==> config.mk <==
export PLATFORM = sky130hd
export DESIGN_NAME = fetch16_unit
export DESIGN_NICKNAME = d
export VERILOG_FILES = /design/src/rtl/fetch16_unit.sv
export SDC_FILE = /design/constraint.sdc
export NUM_CORES = 1
export LEC_CHECK = 0
export ABC_AREA = 0
export ABC_CLOCK_PERIOD_IN_PS = 3700
export CAP_MARGIN = 5
export CORE_UTILIZATION = 35
export CTS_CLUSTER_SIZE = 20
export DETAILED_ROUTE_END_ITERATION = 12
export PLACE_DENSITY = 0.65
export SLEW_MARGIN = 20
export SYNTH_ARGS = -nofsm -noshare
export SYNTH_HDL_FRONTEND = slang
export SYNTH_SLANG_ARGS = --single-unit
==> constraint.sdc <==
create_clock -name ck -period 3.7 [get_ports ck]
set_clock_uncertainty 0.2 [all_clocks]
set_input_delay 0.925 -clock ck [delete_from_list [all_inputs] [get_ports ck]]
set_output_delay 0.925 -clock ck [all_outputs]
set_load 0.01 [all_outputs]
==> src/rtl/fetch16_unit.sv <==
// Instruction fetch engine: reads a big-endian 16-bit instruction as two byte
// reads over a req/ack port and presents it to decode over a valid/ready port.
module fetch16_unit #(
    parameter int unsigned     AW       = 16,
    parameter logic [AW-1:0]   RESET_PC = '0
) (
    input  logic          ck,
    input  logic          rst_n,
    input  logic          en,
    input  logic          redirect,
    input  logic [AW-1:0] redirect_pc,
    output logic          mem_req,
    output logic [AW-1:0] mem_addr,
    input  logic          mem_ack,
    input  logic [7:0]    mem_rdata,
    output logic [15:0]   ir,
    output logic [AW-1:0] ia,
    output logic          ir_valid,
    input  logic          ir_ready,
    output logic [AW-1:0] pc
);

    typedef enum logic [1:0] {
        IDLE   = 2'd0,
        REQ_HI = 2'd1,
        REQ_LO = 2'd2,
        HOLD   = 2'd3
    } state_t;

    localparam logic [AW-1:0] PC_RST = RESET_PC & ~AW'(1);

    state_t        r_state;
    state_t        w_next;
    logic [AW-1:0] r_pc;
    logic [AW-1:0] r_ia;
    logic [15:0]   r_ir;
    logic [7:0]    r_hi;
    logic          w_req;
    logic          w_xfer;

    assign w_req  = (r_state == REQ_HI) || (r_state == REQ_LO);
    assign w_xfer = w_req && mem_ack;

    always_comb begin
        w_next = r_state;
        unique case (r_state)
            IDLE:    if (en)       w_next = REQ_HI;
            REQ_HI:  if (mem_ack)  w_next = REQ_LO;
            REQ_LO:  if (mem_ack)  w_next = HOLD;
            HOLD:    if (ir_ready) w_next = en ? REQ_HI : IDLE;
            default:               w_next = IDLE;
        endcase
        if (redirect) begin
            w_next = en ? REQ_HI : IDLE;
        end
    end

    always_ff @(posedge ck or negedge rst_n) begin
        if (!rst_n) begin
            r_state <= IDLE;
            r_pc    <= PC_RST;
            r_ia    <= '0;
            r_ir    <= '0;
            r_hi    <= '0;
        end else begin
            r_state <= w_next;
            if (redirect) begin
                r_pc <= redirect_pc & ~AW'(1);
            end else if (w_xfer && (r_state == REQ_HI)) begin
                // High byte is staged so ir keeps the last instruction until the pair completes.
                r_hi <= mem_rdata;
            end else if (w_xfer && (r_state == REQ_LO)) begin
                r_ir <= {r_hi, mem_rdata};
                r_ia <= r_pc;
                r_pc <= r_pc + AW'(2);
            end
        end
    end

    assign mem_req  = w_req;
    assign mem_addr = (r_state == REQ_LO) ? (r_pc + AW'(1)) :
                      (r_state == REQ_HI) ? r_pc : '0;
    assign ir_valid = (r_state == HOLD);
    assign ir       = r_ir;
    assign ia       = r_ia;
    assign pc       = r_pc;

endmodule

==> results of run 1 <==
==> layer usage <==
| metal | part of all wire (%) | wire length, um | up-vias |
|---|---|---|---|
| met3 | 3.7 | 225 | 7 |
| li1 | - | - | 984 |
| met2 | 50 | 3050 | 45 |
| met1 | 45 | 2780 | 1018 |
| met4 | 1.2 | 72 | 0 |
| met5 | 0 | 0 | - |
==> power by group <==
group	internal, mW	total [mW]	leakage (nW)	switching [mW]
Combinational	0.680	1.12	0.845	0.438
Sequential	0.839	0.979	0.699	0.140
Clock	0.135	0.341	0.0414	0.205
Total	1.65	2.44	1.59	0.783
==> critical path: stages (launching register included) <==
cell	delay (ns)
dfrtp_1	0.44
inv_1	0.14
ha_1	0.21
nor2_1	0.06
buf_4	0.20
nor2b_1	0.13
clkdlybuf4s50_1	0.55
==> state kept, by name, indices dropped and copies added, names as in the netlist <==
name and cells:
ia 15, ir 16, pc 15, r_hi 8, r_state 2
==> placed cells by master, fill, tap and decap left out, types with 6 or more instances in the layout <==
master and instances:
mux2_2 38, clkdlybuf4s50_1 91, ha_1 6, dfrtp_1 56, xor2_1 6, nor2b_1 16, o21ai_0 10, nor2_1 8
nand3_1 7, nand4_1 6, nand2_1 16
==> cells by family after synthesis <==
kind of cell             share of synthesized area [%]
AND/OR/NAND/NOR                                   14.7
flip-flops                                        52.9
multiplexers                                      16.9
AO/OA/AOI/OAI                                     7.55
buffers and inverters                             3.02
adder cells (fa/ha/maj)                           2.83
XOR/XNOR                                          1.98
other                                            0.142
==> stage by stage <==
stage               utilization, %  power, mW
floorplan                        -       1.48
global placement              50.6       2.10
detailed placement            50.6       2.12
CTS                           51.8       2.47
global route                  51.8       2.59
finish                        51.8       2.44
==> synth_stat cells, drive strengths merged <==
master | count | area (sq um)
dfrtp | 56 | 1400
mux2 | 38 | 428
nand2 | 16 | 60.1
nor2b | 16 | 100
o21ai | 10 | 50.1
nor2 | 8 | 30.0
buf | 7 | 42.5
nand3 | 7 | 35.0
nand4 | 7 | 58.8
ha | 6 | 75.1
xor2 | 6 | 52.6
a31oi | 5 | 31.3
clkbuf | 5 | 18.8
a221o | 4 | 40.0
inv | 4 | 15.0
nor3 | 4 | 20.0
and3 | 3 | 18.8
and4 | 2 | 20.0
mux2i | 2 | 20.0
o31ai | 2 | 15.0
or3 | 2 | 12.5
or4 | 2 | 15.0
a21boi | 1 | 7.51
a21o | 1 | 7.51
a21oi | 1 | 5.00
a22o | 1 | 8.76
a311oi | 1 | 8.76
a41oi | 1 | 8.76
and2 | 1 | 6.26
clkinv | 1 | 3.75
conb | 1 | 3.75
nand2b | 1 | 6.26
nor4 | 1 | 6.26
o221ai | 1 | 8.76
o41ai | 1 | 8.76
==> how the worst max path moves through the flow <==
stage | startpoint | endpoint | slack [ns] | cells after the start
2_1_floorplan | r_state[0]$_DFFE_PN0P_ | mem_addr[10] | 1.16 | 5
3_3_place_gp | redirect | r_state[0]$_DFFE_PN0P_ | 0.84 | 5
3_5_place_dp | redirect | r_state[0]$_DFFE_PN0P_ | 0.81 | 5
4_1_cts | r_state[0]$_DFFE_PN0P_ | mem_addr[14] | 0.49 | 6
5_1_grt | r_state[1]$_DFFE_PN0P_ | mem_addr[14] | 0.41 | 6
6_report | r_state[0]$_DFFE_PN0P_ | mem_addr[14] | 0.53 | 6
==> final cells by class <==
cell class              instances  area, sq um  share of cell area, %
clock buffers                   6         72.6                   1.92
clock inverters                 2         16.3                  0.430
inverters                       5         18.8                  0.497
multi-input cells             153         1170                   31.0
flip-flops and latches         56         1400                   37.1
well taps                      99          124                   3.28
repair buffers                 98          973                   25.8
==> results.cfg, run 1 <==
[finish]
fin_nets = 355
fillers = 719
diodes = 0
drive_above_1_share_pct = 16.9
fin_cells = 419
synthToLayoutAreaGrowth_pct = 42.6
final_area_sq_um = 3780

[die]
dieArea_sq_um = 7920
io_pins = 96
rows = 31
die_w_um = 89.0
start_util_pct = 36.3
die_height_um = 89.0
core-area_sq_um = 7290

[pwr]
powerDensity_nw_per_um2 = 645
leakagePower_nw = 1.59
peakVddDrop_mv = 0.255

[placed_design]
place_congestion = 0.745
preCtsSetupSlack_ns = 0.814
portBuffers = 92
placed_cells = 411
place_area_sq_um = 3690
dpl.hpwl_mm = 4.36

[global_routing]
antenna_found_initial = 0
overflow = 0
grt_pass1_vias = 1857
grtUsageMet3_pct = 2.59
grt_pass1_wl_mm = 9.52
met2_usage_pct = 26.0
track_usage_pct = 15.9
grt_max_degree = 31
use_met1_pct = 21.7
top_usage_layer = met2

[sta]
relSlewSlack_pct = 60.7
finalCritPeriodShare_pct = 85.8
fin_crit_ns = 3.17
timing.fmax_mhz = 315
fin_tns_setup_ns = 0
worst_pin_slew_ns = 0.589
drv_slew = 0
setup_viol = 0
final-hold-violation-count = 0
hold_ws_ns = 0.285
rsz0062_at_grt = false
setup_slack_ns = 0.527

[hold_path]
min_path_cells = 2
min_from = ia[13]$_DFFE_PN0P_
hold_path_end = ia[13]$_DFFE_PN0P_
hp-class = register to register

[setup_path]
cp-start-kind = register
r2r_start = r_state[0]$_DFFE_PN0P_
cp_max_fo = 16
crit_arrival_ns = 2.05
cp.required_ns = 2.57
critical_path_class = register to output pin
end_kind = output pin
r2r_slack_ns = 1.25
r2r_cells = 7
timing.rr.end = pc[15]$_DFFE_PN0P_

[synth]
ys_ff_latch = 56
synthesis.area_sq_um = 2650
synth_cell_types = 38
syn_inst = 225
ys_seq_area_share_pct = 52.9
syn_avg_cell_area_sq_um = 11.8
yosysWarnings = 0

[routing]
drc = 0
wl_per_cell_um = 14.6
drtIter0Drc = 90
ant_nets = 0
vias_per_cell = 4.90
totalWireLength_mm = 6.13
firstDrtPassIters = 4
via_count = 2054

[cts]
cts-root-buf = clkbuf_8
clockBufferDepth = 2
cts_tree = yes
cts_sinks = 56
postCtsHoldBufs = 0
clk_latency_ns = 0.31
cts-htree-levels = 2
cts_resized = 0
postCtsSetupBuffers = 0
numCtsBuffers = 5
path_clk_slew_ns = 0.10

[flow_run]
cap_violations = 0

[outcome]
status = finished, final reports clean
(Power assumes the default switching activity.)
==> run 2: changes to the inputs <==
ABC_CLOCK_PERIOD_IN_PS = 3350   (was 3700)
clock period = 3.35 ns   (was 3.7 ns; I/O delays follow)
==> results.cfg, run 2 (synthesis gave the netlist of run 1 again) <==
[sta]
fin_crit_ns = 3.08
finalCritPeriodShare_pct = 92.0
setup_viol = 0
final-hold-violation-count = 0
fin_tns_setup_ns = 0
setup_slack_ns = 0.267
rsz0062_at_grt = false
timing.fmax_mhz = 324
relSlewSlack_pct = 58.1
drv_slew = 0
worst_pin_slew_ns = 0.629

[pwr]
power.total_mw = 2.70
peakVddDrop_mv = 0.331
powerDensity_nw_per_um2 = 710
leakagePower_nw = 1.60

[finish]
synthToLayoutAreaGrowth_pct = 43.4
drive_above_1_share_pct = 17.4
fin_nets = 356
final_common_cell = clkdlybuf4s50_1
diodes = 0
mostFrequentLayoutCells = clkdlybuf4s50_1 (91), dfrtp_1 (56), mux2_2 (38)
largest_reg_flops = 16

[placed_design]
portBuffers = 92
place_congestion = 0.767
preCtsSetupSlack_ns = 0.559
dpl.hpwl_mm = 4.40

[setup_path]
crit_slowest_cell = clkdlybuf4s50_1
r2r_slack_ns = 0.91
r2r_cells = 7
critical_path_class = register to output pin
r2r_start = r_state[0]$_DFFE_PN0P_
setup.worst_path.end = mem_addr[4]
cp_max_fo = 16
slowest_delay_ns = 0.54
cp_cell_sequence = inv_1 -> ha_1 -> nor2_1 -> buf_4 -> nor2b_1 -> clkdlybuf4s50_1
end_kind = output pin
timing.rr.end = pc[15]$_DFFE_PN0P_
crit_start = r_state[0]$_DFFE_PN0P_
cp.required_ns = 2.31
cp-start-kind = register
crit_arrival_ns = 2.05

[global_routing]
overflow = 0
grt_pass1_vias = 1891
track_usage_pct = 15.6
grt_max_degree = 31
grt_pass1_wl_mm = 9.42
antenna_found_initial = 0

[outcome]
status = finished, final reports clean

[cts]
cts-root-buf = clkbuf_8
cts-htree-levels = 2
numCtsBuffers = 5
clockBufferDepth = 2
postCtsSetupBuffers = 0
clk_latency_ns = 0.31
cts_tree = yes
cts_resized = 0
cts_sinks = 56
postCtsHoldBufs = 0
path_clk_slew_ns = 0.11

[routing]
via_count = 2062
vias_per_cell = 4.91
firstDrtPassIters = 4
wl_per_cell_um = 14.6
drtIter0Drc = 105
drc = 0
ant_nets = 0
totalWireLength_mm = 6.14

[die]
die_w_um = 89.0
core-area_sq_um = 7290
io_pins = 96
die_height_um = 89.0
rows = 31
start_util_pct = 36.3
dieArea_sq_um = 7920

[flow_run]
cap_violations = 0

[hold_path]
hp-class = register to register
run 2: changes by cell type in the layout (fill, tap and decap cells not counted):
cell / previous run / this run
clkinv_2: 0 / 1
buf_12: 1 / 2
clkinv_4: 1 / 0
clkbuf_1: 1 / 0
inv_6: 0 / 1
run 2: final cells by class:
| type | instances | area, sq um |
|---|---|---|
| clock buffer | 5 | 68.8 |
| clock inverter | 3 | 21.3 |
| fill | 704 | 3490 |
| inverter | 5 | 18.8 |
| multi-input combinational | 153 | 1170 |
| sequential | 56 | 1400 |
| tap | 99 | 124 |
| timing repair buffer | 99 | 993 |
run 2: per-stage QoR:
stage          std cells  util, %  cell area [sq um]  hold slack [ns]
2_1_floorplan        226        -               2650            0.275
3_3_place_gp         412     50.9               3710            0.265
3_5_place_dp         412     50.9               3710            0.271
4_1_cts              420     52.1               3800            0.294
5_1_grt              420     52.1               3800            0.318
6_report             420     52.1               3800            0.293
run 2: worst min-delay path by stage:
stage,cells after the start,slack (ns),start,end
final,2,0.29,ia[13]$_DFFE_PN0P_,ia[13]$_DFFE_PN0P_
after global routing,2,0.32,ia[13]$_DFFE_PN0P_,ia[13]$_DFFE_PN0P_
after CTS,2,0.29,ia[13]$_DFFE_PN0P_,ia[13]$_DFFE_PN0P_
after detailed placement,2,0.27,ia[13]$_DFFE_PN0P_,ia[13]$_DFFE_PN0P_
after global placement,2,0.26,ia[13]$_DFFE_PN0P_,ia[13]$_DFFE_PN0P_
after floorplan,1,0.27,r_hi[2]$_DFFE_PN0P_,ir[10]$_DFFE_PN0P_
run 2: worst max-delay path: cells and delay by family, from the launching register on:
family / cells / cell delay [ns]
simple gates: 2 / 0.20
fa+ha+maj: 1 / 0.21
buf+inv: 3 / 0.87
flops: 1 / 0.44
run 2: per-layer routing:
metal	vias to the layer above	track usage, %	share of wire [%]
met1	1009	20.8	46
met5	-	0	0
li1	994	-	-
met4	0	4.47	1.5
met3	7	2.86	3.6
met2	52	26.0	49
run 2: power by group:
group / total (mW) / switching (mW) / internal (mW)
Combinational: 1.24 / 0.486 / 0.753
Sequential: 1.08 / 0.154 / 0.926
Clock: 0.378 / 0.229 / 0.149
==> run 3: changes to the inputs <==
CAP_MARGIN = 20   (was 5)
GPL_ROUTABILITY_DRIVEN = 0   (was not set)
HOLD_SLACK_MARGIN = 0.03   (was not set)
==> results of run 3 <==
No change in the layout: final DEF, timing and power equal those of run 2.
